File: config.mk
export PLATFORM = sky130hd
export DESIGN_NAME = spi_slave_burst
export DESIGN_NICKNAME = d
export VERILOG_FILES = /design/src/rtl/spi_slave_burst.sv
export SDC_FILE = /design/constraint.sdc
export NUM_CORES = 1
export LEC_CHECK = 0
export ABC_AREA = 1
export CAP_MARGIN = 0
export CORE_MARGIN = 5
export CORE_UTILIZATION = 46
export CTS_CLUSTER_DIAMETER = 30
export DETAILED_ROUTE_END_ITERATION = 8
export DONT_BUFFER_PORTS = 1
export SLEW_MARGIN = 15
export SYNTH_ARGS = -nofsm -noshare
export SYNTH_HDL_FRONTEND = slang
export SYNTH_SLANG_ARGS = --single-unit
export TNS_END_PERCENT = 20
File: constraint.sdc
create_clock -name clk -period 4.8 [get_ports clk]
set_input_delay 0.96 -clock clk [delete_from_list [all_inputs] [get_ports clk]]
set_output_delay 0.96 -clock clk [all_outputs]
set_load 0.02 [all_outputs]
File: src/rtl/spi_slave_burst.sv
`default_nettype none
`timescale 1ns/1ps
// ============================================================================
//  Module   : spi_slave_burst
//  Purpose  : Oversampled SPI slave with multi-word bursts and a valid/ready
//             TX word interface.
//  Revision : 1.0
// ============================================================================
module spi_slave_burst #(
  parameter int DATA_WIDTH  = 16,
  parameter int CPOL        = 0,
  parameter int CPHA        = 0,
  parameter int MSB_FIRST   = 1,
  parameter int SYNC_STAGES = 2,
  parameter int CNT_WIDTH   = 8
) (
  input  logic                  clk,
  input  logic                  rst,
  input  logic                  spi_sck,
  input  logic                  spi_cs_n,
  input  logic                  spi_sdi,
  output logic                  spi_sdo,
  output logic                  spi_sdo_oe,
  input  logic [DATA_WIDTH-1:0] tx_data,
  input  logic                  tx_valid,
  output logic                  tx_ready,
  output logic [DATA_WIDTH-1:0] rx_data,
  output logic                  rx_valid,
  output logic                  frame_start,
  output logic                  frame_done,
  output logic [CNT_WIDTH-1:0]  word_cnt,
  output logic                  tx_underrun
);

  localparam int                 c_BIT_W    = (DATA_WIDTH > 1) ? $clog2(DATA_WIDTH) : 1;
  localparam logic [c_BIT_W-1:0] c_LAST_BIT = c_BIT_W'(DATA_WIDTH - 1);

  typedef enum logic [1:0] {
    ST_IDLE   = 2'd0,
    ST_LOAD   = 2'd1,
    ST_ACTIVE = 2'd2
  } state_t;

  state_t r_state;
  state_t w_state_next;

  logic [SYNC_STAGES-1:0] r_sck_sync;
  logic [SYNC_STAGES-1:0] r_cs_sync;
  logic [SYNC_STAGES-1:0] r_sdi_sync;
  logic                   r_sck_prev;
  logic                   r_cs_prev;

  logic [DATA_WIDTH-1:0]  r_tx_shift;
  logic [DATA_WIDTH-1:0]  r_rx_shift;
  logic [DATA_WIDTH-1:0]  r_rx_data;
  logic [c_BIT_W-1:0]     r_bit_cnt;
  logic [CNT_WIDTH-1:0]   r_word_cnt;
  logic                   r_sdo;
  logic                   r_sdo_oe;
  logic                   r_word_done;
  logic                   r_rx_valid;

  logic                   w_sck;
  logic                   w_cs;
  logic                   w_sdi;
  logic                   w_sck_rise;
  logic                   w_sck_fall;
  logic                   w_lead_edge;
  logic                   w_trail_edge;
  logic                   w_sample_edge;
  logic                   w_shift_edge;
  logic                   w_cs_fall;
  logic                   w_word_end;
  logic                   w_load_word;
  logic                   w_to_idle;
  logic                   w_frame_start;
  logic                   w_frame_done;
  logic [DATA_WIDTH-1:0]  w_load_val;
  logic                   w_load_first;
  logic [DATA_WIDTH-1:0]  w_load_rest;
  logic                   w_tx_first;
  logic [DATA_WIDTH-1:0]  w_tx_rest;
  logic [DATA_WIDTH-1:0]  w_rx_next;

  // Input synchronisers; the *_prev flops give the edge detector its second stage.
  always_ff @(posedge clk or posedge rst) begin
    if (rst) begin
      r_sck_sync <= '0;
      r_cs_sync  <= '0;
      r_sdi_sync <= '0;
      r_sck_prev <= 1'b0;
      r_cs_prev  <= 1'b0;
    end else begin
      r_sck_sync <= {r_sck_sync[SYNC_STAGES-2:0], spi_sck};
      r_cs_sync  <= {r_cs_sync[SYNC_STAGES-2:0], spi_cs_n};
      r_sdi_sync <= {r_sdi_sync[SYNC_STAGES-2:0], spi_sdi};
      r_sck_prev <= r_sck_sync[SYNC_STAGES-1];
      r_cs_prev  <= r_cs_sync[SYNC_STAGES-1];
    end
  end

  assign w_sck         = r_sck_sync[SYNC_STAGES-1];
  assign w_cs          = r_cs_sync[SYNC_STAGES-1];
  assign w_sdi         = r_sdi_sync[SYNC_STAGES-1];
  assign w_sck_rise    = w_sck & ~r_sck_prev;
  assign w_sck_fall    = ~w_sck & r_sck_prev;
  assign w_lead_edge   = (CPOL == 0) ? w_sck_rise : w_sck_fall;
  assign w_trail_edge  = (CPOL == 0) ? w_sck_fall : w_sck_rise;
  assign w_sample_edge = (CPHA == 0) ? w_lead_edge : w_trail_edge;
  assign w_shift_edge  = (CPHA == 0) ? w_trail_edge : w_lead_edge;
  assign w_cs_fall     = ~w_cs & r_cs_prev;

  assign w_word_end = (r_state == ST_ACTIVE) && w_sample_edge && (r_bit_cnt == c_LAST_BIT);
  assign w_load_val = tx_valid ? tx_data : '0;

  // The TX shift register holds only bits not yet driven onto spi_sdo.
  generate
    if (MSB_FIRST != 0) begin : g_msb_first
      assign w_load_first = w_load_val[DATA_WIDTH-1];
      assign w_load_rest  = {w_load_val[DATA_WIDTH-2:0], 1'b0};
      assign w_tx_first   = r_tx_shift[DATA_WIDTH-1];
      assign w_tx_rest    = {r_tx_shift[DATA_WIDTH-2:0], 1'b0};
      assign w_rx_next    = {r_rx_shift[DATA_WIDTH-2:0], w_sdi};
    end else begin : g_lsb_first
      assign w_load_first = w_load_val[0];
      assign w_load_rest  = {1'b0, w_load_val[DATA_WIDTH-1:1]};
      assign w_tx_first   = r_tx_shift[0];
      assign w_tx_rest    = {1'b0, r_tx_shift[DATA_WIDTH-1:1]};
      assign w_rx_next    = {w_sdi, r_rx_shift[DATA_WIDTH-1:1]};
    end
  endgenerate

  always_ff @(posedge clk or posedge rst) begin
    if (rst) begin
      r_state <= ST_IDLE;
    end else begin
      r_state <= w_state_next;
    end
  end

  // Leaving ACTIVE waits out any word still being reported so that rx_valid
  // always precedes frame_done.
  always_comb begin
    w_state_next  = r_state;
    w_frame_start = 1'b0;
    w_frame_done  = 1'b0;
    w_load_word   = 1'b0;
    w_to_idle     = 1'b0;
    case (r_state)
      ST_IDLE: begin
        if (w_cs_fall) begin
          w_state_next  = ST_LOAD;
          w_frame_start = 1'b1;
        end
      end
      ST_LOAD: begin
        if (w_cs) begin
          w_state_next = ST_IDLE;
          w_frame_done = 1'b1;
          w_to_idle    = 1'b1;
        end else begin
          w_state_next = ST_ACTIVE;
          w_load_word  = 1'b1;
        end
      end
      ST_ACTIVE: begin
        w_load_word = w_word_end;
        if (w_cs && !w_sample_edge && !r_word_done && !r_rx_valid) begin
          w_state_next = ST_IDLE;
          w_frame_done = 1'b1;
          w_to_idle    = 1'b1;
        end
      end
      default: begin
        w_state_next = ST_IDLE;
      end
    endcase
  end

  always_ff @(posedge clk or posedge rst) begin
    if (rst) begin
      r_tx_shift <= '0;
      r_sdo      <= 1'b0;
      r_sdo_oe   <= 1'b0;
    end else if (w_to_idle) begin
      r_tx_shift <= '0;
      r_sdo      <= 1'b0;
      r_sdo_oe   <= 1'b0;
    end else if (r_state == ST_LOAD) begin
      r_sdo_oe <= 1'b1;
      if (CPHA == 0) begin
        r_sdo      <= w_load_first;
        r_tx_shift <= w_load_rest;
      end else begin
        r_tx_shift <= w_load_val;
      end
    end else if (r_state == ST_ACTIVE) begin
      if (w_word_end) begin
        r_tx_shift <= w_load_val;
      end else if (w_shift_edge) begin
        r_sdo      <= w_tx_first;
        r_tx_shift <= w_tx_rest;
      end
    end
  end

  always_ff @(posedge clk or posedge rst) begin
    if (rst) begin
      r_rx_shift  <= '0;
      r_bit_cnt   <= '0;
      r_rx_data   <= '0;
      r_word_done <= 1'b0;
      r_rx_valid  <= 1'b0;
    end else begin
      r_rx_valid  <= r_word_done;
      r_word_done <= 1'b0;
      if (w_to_idle || (r_state == ST_LOAD)) begin
        r_rx_shift <= '0;
        r_bit_cnt  <= '0;
      end else if ((r_state == ST_ACTIVE) && w_sample_edge) begin
        r_rx_shift <= w_rx_next;
        if (w_word_end) begin
          r_bit_cnt   <= '0;
          r_rx_data   <= w_rx_next;
          r_word_done <= 1'b1;
        end else begin
          r_bit_cnt <= r_bit_cnt + c_BIT_W'(1);
        end
      end
    end
  end

  always_ff @(posedge clk or posedge rst) begin
    if (rst) begin
      r_word_cnt <= '0;
    end else if (w_frame_start) begin
      r_word_cnt <= '0;
    end else if (w_word_end && (r_word_cnt != {CNT_WIDTH{1'b1}})) begin
      r_word_cnt <= r_word_cnt + CNT_WIDTH'(1);
    end
  end

  assign spi_sdo     = r_sdo;
  assign spi_sdo_oe  = r_sdo_oe;
  assign rx_data     = r_rx_data;
  assign rx_valid    = r_rx_valid;
  assign word_cnt    = r_word_cnt;
  assign frame_start = w_frame_start;
  assign frame_done  = w_frame_done;
  assign tx_ready    = w_load_word & tx_valid;
  assign tx_underrun = w_load_word & ~tx_valid;

endmodule
`default_nettype wire

==> impl_metrics.ini, run 1 <==
[status]
status = finished clean

[setup_path]
worstPathArrival_ps = 2200
crit_family = simple AND/OR/NAND/NOR gates
path_cells = inv_1 > ha_1 > nand3_4 > nor2_2 > o21ai_0 > nor2_1
cp_max_fo = 36
cpPeakStageDelay_ps = 400
slowest_stage = dfrtp_1
path_class = reg -> out
path_buf_inv = 1
critical_path.endpoint_type = output port
required_ps = 3840
cp-start-kind = flop

[synth]
synth_compound_area_share_pct = 11.0
seq_area_frac_synth_pct = 48.8
synth_xor_area_share_pct = 0.234
synth_seq_cells = 73
synth_commonest_cells = nand2_1 (175), dfrtp_1 (73), a21oi_1 (33), nand3_1 (33), nor2_1 (30)
yosys.area.top_type = dfrtp_1
synth_top_family_by_area = simple AND/OR/NAND/NOR gates
yosysMostFrequentCell = nand2_1
yosysWarningCount = 0
synthArstFlopShare_pct = 100
synth_top_area_share_pct = 48.8
synth.distinct_cells = 31
ys.flop_type = dfrtp_1
syn_area_per_cell_um2 = 7.97
synthSimpleGateAreaFrac_pct = 32.1
synth_fp_nets = 497
synthCells = 470
synth_area_um2 = 3750
synth_fa_ha_area_share_pct = 1.67
netlist_top_cells_area = dfrtp_1 (49%), nand2_1 (18%), a21oi_1 (4.4%)
synth_edf_count = 0
synthMuxAreaShare_pct = 0

[routing]
drt-total-wl_um = 7910
wl_per_cell_um = 13.9
first_iter_violations = 128
drtPass1Iterations = 4
viasPerCell = 5.28
vias = 3010
drtAntennaViolNets = 0
drc = 0

[power]
finalPower_mw = 1.94
ir_drop_uv = 258
p_leak_nw = 1.99
p_per_area_nw_per_um2 = 490

[timing]
worstMarginPinSlew_ps = 683
final-setup-viol-count = 0
fmax_ghz = 0.316
rsz0062_at_grt = no
slew_violations = 0
hold_viol_final = 0
fin_tns_setup_ps = 0
relSlewSlack_pct = 54.4
finClkSkew_ps = 7.64
min_period_ps = 3160
finalCritPeriodShare_pct = 65.9

[final_layout]
antennaDiodeCount = 0
drive_gt1_share_pct = 9.25
num-nets-final = 487
syn_to_final_growth_pct = 5.34

[floorplan]
core-area_um2 = 8090
row_count = 33
dieArea_um2 = 10000
die_x_um = 100
start_util_pct = 46.3
die_h_um = 100
num_io_pins = 53

[clock_network]
clk_pin_slew_ps = 70
cts_buffer_depth = 2
numCtsBuffers = 9
htreeDepth = 3
cts_tree = built
root_buffer = clkbuf_8
clock_latency_ps = 340
hold_buffers = 0
clock_sinks = 73
post_cts_resized = 0
cts_setup_buffers = 0

[run]
maxCapViolations = 0

[global_routing]
grt_pass1_wl_um = 13600
grt_overflow = 0
antenna_found_initial = 0
grt_max_degree = 43
grt_pass1_vias = 2812
track_usage_pct = 16.7

[hold_path]
holdCritPathClass = reg -> reg

[place]
place_hpwl_um = 5040
io_buffers = 0
place.gp.congestion = 0.804
-- worst reg2reg max path, stage by stage, from the launching register on --
cell and delay, ps:
dfrtp_1 400, inv_1 90, ha_1 270, nand3_4 400, nor2_2 220, buf_4 300
nor2_1 90, nand3_2 300, nand2_4 220, nand2_1 110, nand2_1 50
-- routing by layer --
layer  vias to the layer above  global-route usage, %  routed length [µm]
met5                         -                      0                   0
met4                         0                   4.35                 108
met3                         7                   5.63                 512
met2                        65                   26.6                3640
met1                      1439                   22.0                3650
li1                       1499                      -                   -
-- through the flow --
step                      util [%]  cell area [µm²]  hold WS, ps  worst slack, ps  instances
after floorplan                  -             3750          331             1990        470
after CTS                     48.8             3950          354             1580        570
after global placement        46.4             3750          337             2070        554
after global routing          48.8             3950          371             1470        570
after detailed placement      46.4             3750          338             1980        554
final                         48.8             3950          352             1640        570
-- state kept, by name, indices dropped and copies added (netlist names) --
signal / cells
r_sck_prev: 1
r_bit_cnt: 4
r_word_done: 1
spi_sdo: 1
r_rx_shift: 15
spi_sdo_oe: 1
rx_data: 16
r_sdi_sync: 2
r_sck_sync: 2
rx_valid: 1
r_cs_sync: 2
r_tx_shift: 16
r_state: 2
r_cs_prev: 1
word_cnt: 8
-- where the power goes --
| part | switching [mW] | internal, mW | leakage [nW] | total (mW) |
|---|---|---|---|---|
| clock | 0.236 | 0.242 | 0.101 | 0.478 |
| combinational | 0.493 | 0.216 | 0.916 | 0.708 |
| sequential | 0.0513 | 0.698 | 0.976 | 0.749 |
| total | 0.780 | 1.16 | 1.99 | 1.94 |
-- layout make-up --
class / count / area (µm²)
clock inverters: 6 / 66.3
flip-flops and latches: 73 / 1830
clock buffers: 10 / 128
well taps: 105 / 131
fillers: 811 / 4150
repair buffers: 3 / 22.5
multi-input cells: 350 / 1690
inverters: 23 / 86.3
-- final timing paths --
| path | start | endpoint | slack (ps) | cells after the start |
|---|---|---|---|---|
| max | r_state[0] | tx_underrun | 1640 | 6 |
| min | r_sck_sync[0] | r_sck_sync[1] | 350 | 0 |
| max reg2reg | r_state[0] | r_tx_shift[11] | 2240 | 10 |
| min reg2reg | r_sck_sync[0] | r_sck_sync[1] | 350 | 0 |
| max in group asynchronous | rst | r_tx_shift[0] | 3220 | 2 |
| min in group asynchronous | rst | r_sck_sync[0] | 600 | 1 |
-- cells in the final DEF, fill, tap and decap left out, drive strengths merged, types with 2 or more instances in the layout --
master,count
buf,3
nand4,9
inv,23
clkbuf,10
ha,5
nor3,2
nor2,32
nand3,37
dfrtp,73
nand2,187
a21oi,33
or2,2
clkinv,5
o21bai,15
o21ai,25
-- cell families (layout without fill, tap and decap cells) --
logic type / Yosys count / after routing
buffers and inverters: 47 / 42
and+or+nand+nor: 270 / 270
DFF: 73 / 73
adders and majority gates: 5 / 5
xor gates and xnor gates: 1 / 1
AOI/OAI and AO/OA: 74 / 74
Power figures use the tool's default switching activity.
==> run 2: changes to the inputs <==
clock period = 2.55 ns   (was 4.8 ns; I/O delays follow)
==> run 2 against run 1 <==
Compared with the run above: clock skew down 0.65 ps; setup slack worse by 1400 ps; clock power up 83%; sequential share of layout area down 0.95 points; first-iteration DRC count up 10%; utilization up 1.0 points; cell count up 1.4%; final area up 2.1%; critical path depth unchanged.
==> impl_metrics.ini, run 2 (synthesis results as in run 1) <==
[timing]
rsz0062_at_grt = no
hold_viol_final = 0
fin_tns_setup_ps = 0
finalCritPeriodShare_pct = 90.4
min_period_ps = 2300
worstMarginPinSlew_ps = 487
relSlewSlack_pct = 67.4
fmax_ghz = 0.434
slew_violations = 0
final-setup-viol-count = 0
finClkSkew_ps = 7.00

[global_routing]
grt_pass1_wl_um = 14500
grt_pass1_vias = 2979
grt_overflow = 0
antenna_found_initial = 0
grt_max_degree = 74
track_usage_pct = 17.6

[setup_path]
crit_family = simple AND/OR/NAND/NOR gates
slowest_stage = dfrtp_1
cpPeakStageDelay_ps = 400
rr_worst_depth = 9
worstSetupEndpoint = frame_done
cp-start-kind = flop
path_buf_inv = 2
cp_max_fo = 13
path_class = reg -> out
critical_path.endpoint_type = output port
required_ps = 2040
r2r_start = r_state[0]
crit_path_frequent_cell = inv_1
crit_cells = 6
path_cells = inv_1 > ha_1 > nand4_1 > nand2_1 > nand2_2 > inv_1
reg2reg_to = r_tx_shift[0]
r2r_slack_ps = 440
worstPathArrival_ps = 1790
cp-startpoint = r_state[0]

[final_layout]
num-nets-final = 497
fillCellCount = 806
syn_to_final_growth_pct = 7.55
final_cell_mix = nand2_1 (175), dfrtp_1 (73), a21oi_1 (33), nand3_1 (33), nor2_1 (30)
antennaDiodeCount = 0
drive_gt1_share_pct = 10.8
final_common_cell = nand2_1

[place]
io_buffers = 0
place_hpwl_um = 5330
place.gp.congestion = 0.772

[routing]
drtPass1Iterations = 4
drt-total-wl_um = 8260
viasPerCell = 5.21
wl_per_cell_um = 14.3
vias = 3013
first_iter_violations = 141
drc = 0
drtAntennaViolNets = 0

[clock_network]
htreeDepth = 3
clock_sinks = 73
numCtsBuffers = 9
clk_pin_slew_ps = 70
clock_latency_ps = 340
cts_tree = built
hold_buffers = 0
cts_buffer_depth = 2
root_buffer = clkbuf_8

[power]
finalPower_mw = 3.68
ir_drop_uv = 358
p_per_area_nw_per_um2 = 914
p_leak_nw = 2.03

[floorplan]
die_h_um = 100
start_util_pct = 46.3
die_x_um = 100
num_io_pins = 53
dieArea_um2 = 10000
core-area_um2 = 8090
row_count = 33

[status]
status = finished clean

[run]
maxCapViolations = 0

[hold_path]
holdCritPathClass = in -> async
-- run 2: through the flow --
| step | utilization (%) | instances | instance area, µm² | setup WS, ps | hold WS (ps) |
|---|---|---|---|---|---|
| floorplan | - | 470 | 3750 | 187 | 331 |
| global placement | 47.3 | 562 | 3820 | 473 | 337 |
| detailed placement | 47.3 | 562 | 3820 | 393 | 335 |
| CTS | 49.5 | 576 | 4010 | 12.1 | 144 |
| global route | 49.8 | 578 | 4030 | 127 | 159 |
| finish | 49.8 | 578 | 4030 | 245 | 131 |
-- run 2: report_power, final --
group / total (mW) / internal, mW / switching, mW
sequential: 1.41 / 1.31 / 0.0997
combinational: 1.39 / 0.443 / 0.950
clock: 0.876 / 0.467 / 0.409
-- run 2: layout make-up --
class / instances / area [µm²] / area share (%)
flip-flops and latches: 73 / 1830 / 45.3
clock buffers: 11 / 141 / 3.51
inverters: 23 / 86.3 / 2.14
multi-input cells: 350 / 1690 / 42.0
clock inverters: 3 / 42.5 / 1.06
repair buffers: 13 / 110 / 2.73
well taps: 105 / 131 / 3.26
-- run 2: what timing repair did --
item	4_1_cts	5_1_grt
setup buffers	0	2
resized for setup	0	1
endpoints found under the setup margin	0	2
-- run 2: how the worst min path moves through the flow --
stage | from | end | slack (ps) | cells after the start
global route | rst | r_sck_sync[1] | 160 | 2
CTS | rst | r_sck_sync[1] | 140 | 2
finish | rst | r_sck_sync[0] | 130 | 2
floorplan | r_cs_sync[0] | r_cs_sync[1] | 330 | 0
global placement | r_cs_sync[0] | r_cs_sync[1] | 340 | 0
detailed placement | r_cs_sync[0] | r_cs_sync[1] | 330 | 0
-- run 2: worst register-to-register path, stage by stage (launching register included) --
cell and delay, ps:
dfrtp_1 400, inv_1 90, ha_1 260, nand3_4 120, buf_4 210, nor3_4 180, nand2_2 280, nor2_8 340
nand3_1 110, nand2_1 80
-- run 2: metal layers --
| metal | vias up | global-route usage, % | routed length (µm) |
|---|---|---|---|
| li1 | 1510 | - | - |
| met1 | 1423 | 22.9 | 3670 |
| met2 | 68 | 28.5 | 3970 |
| met3 | 12 | 4.24 | 505 |
| met4 | 0 | 6.22 | 117 |
| met5 | - | 0 | 0 |
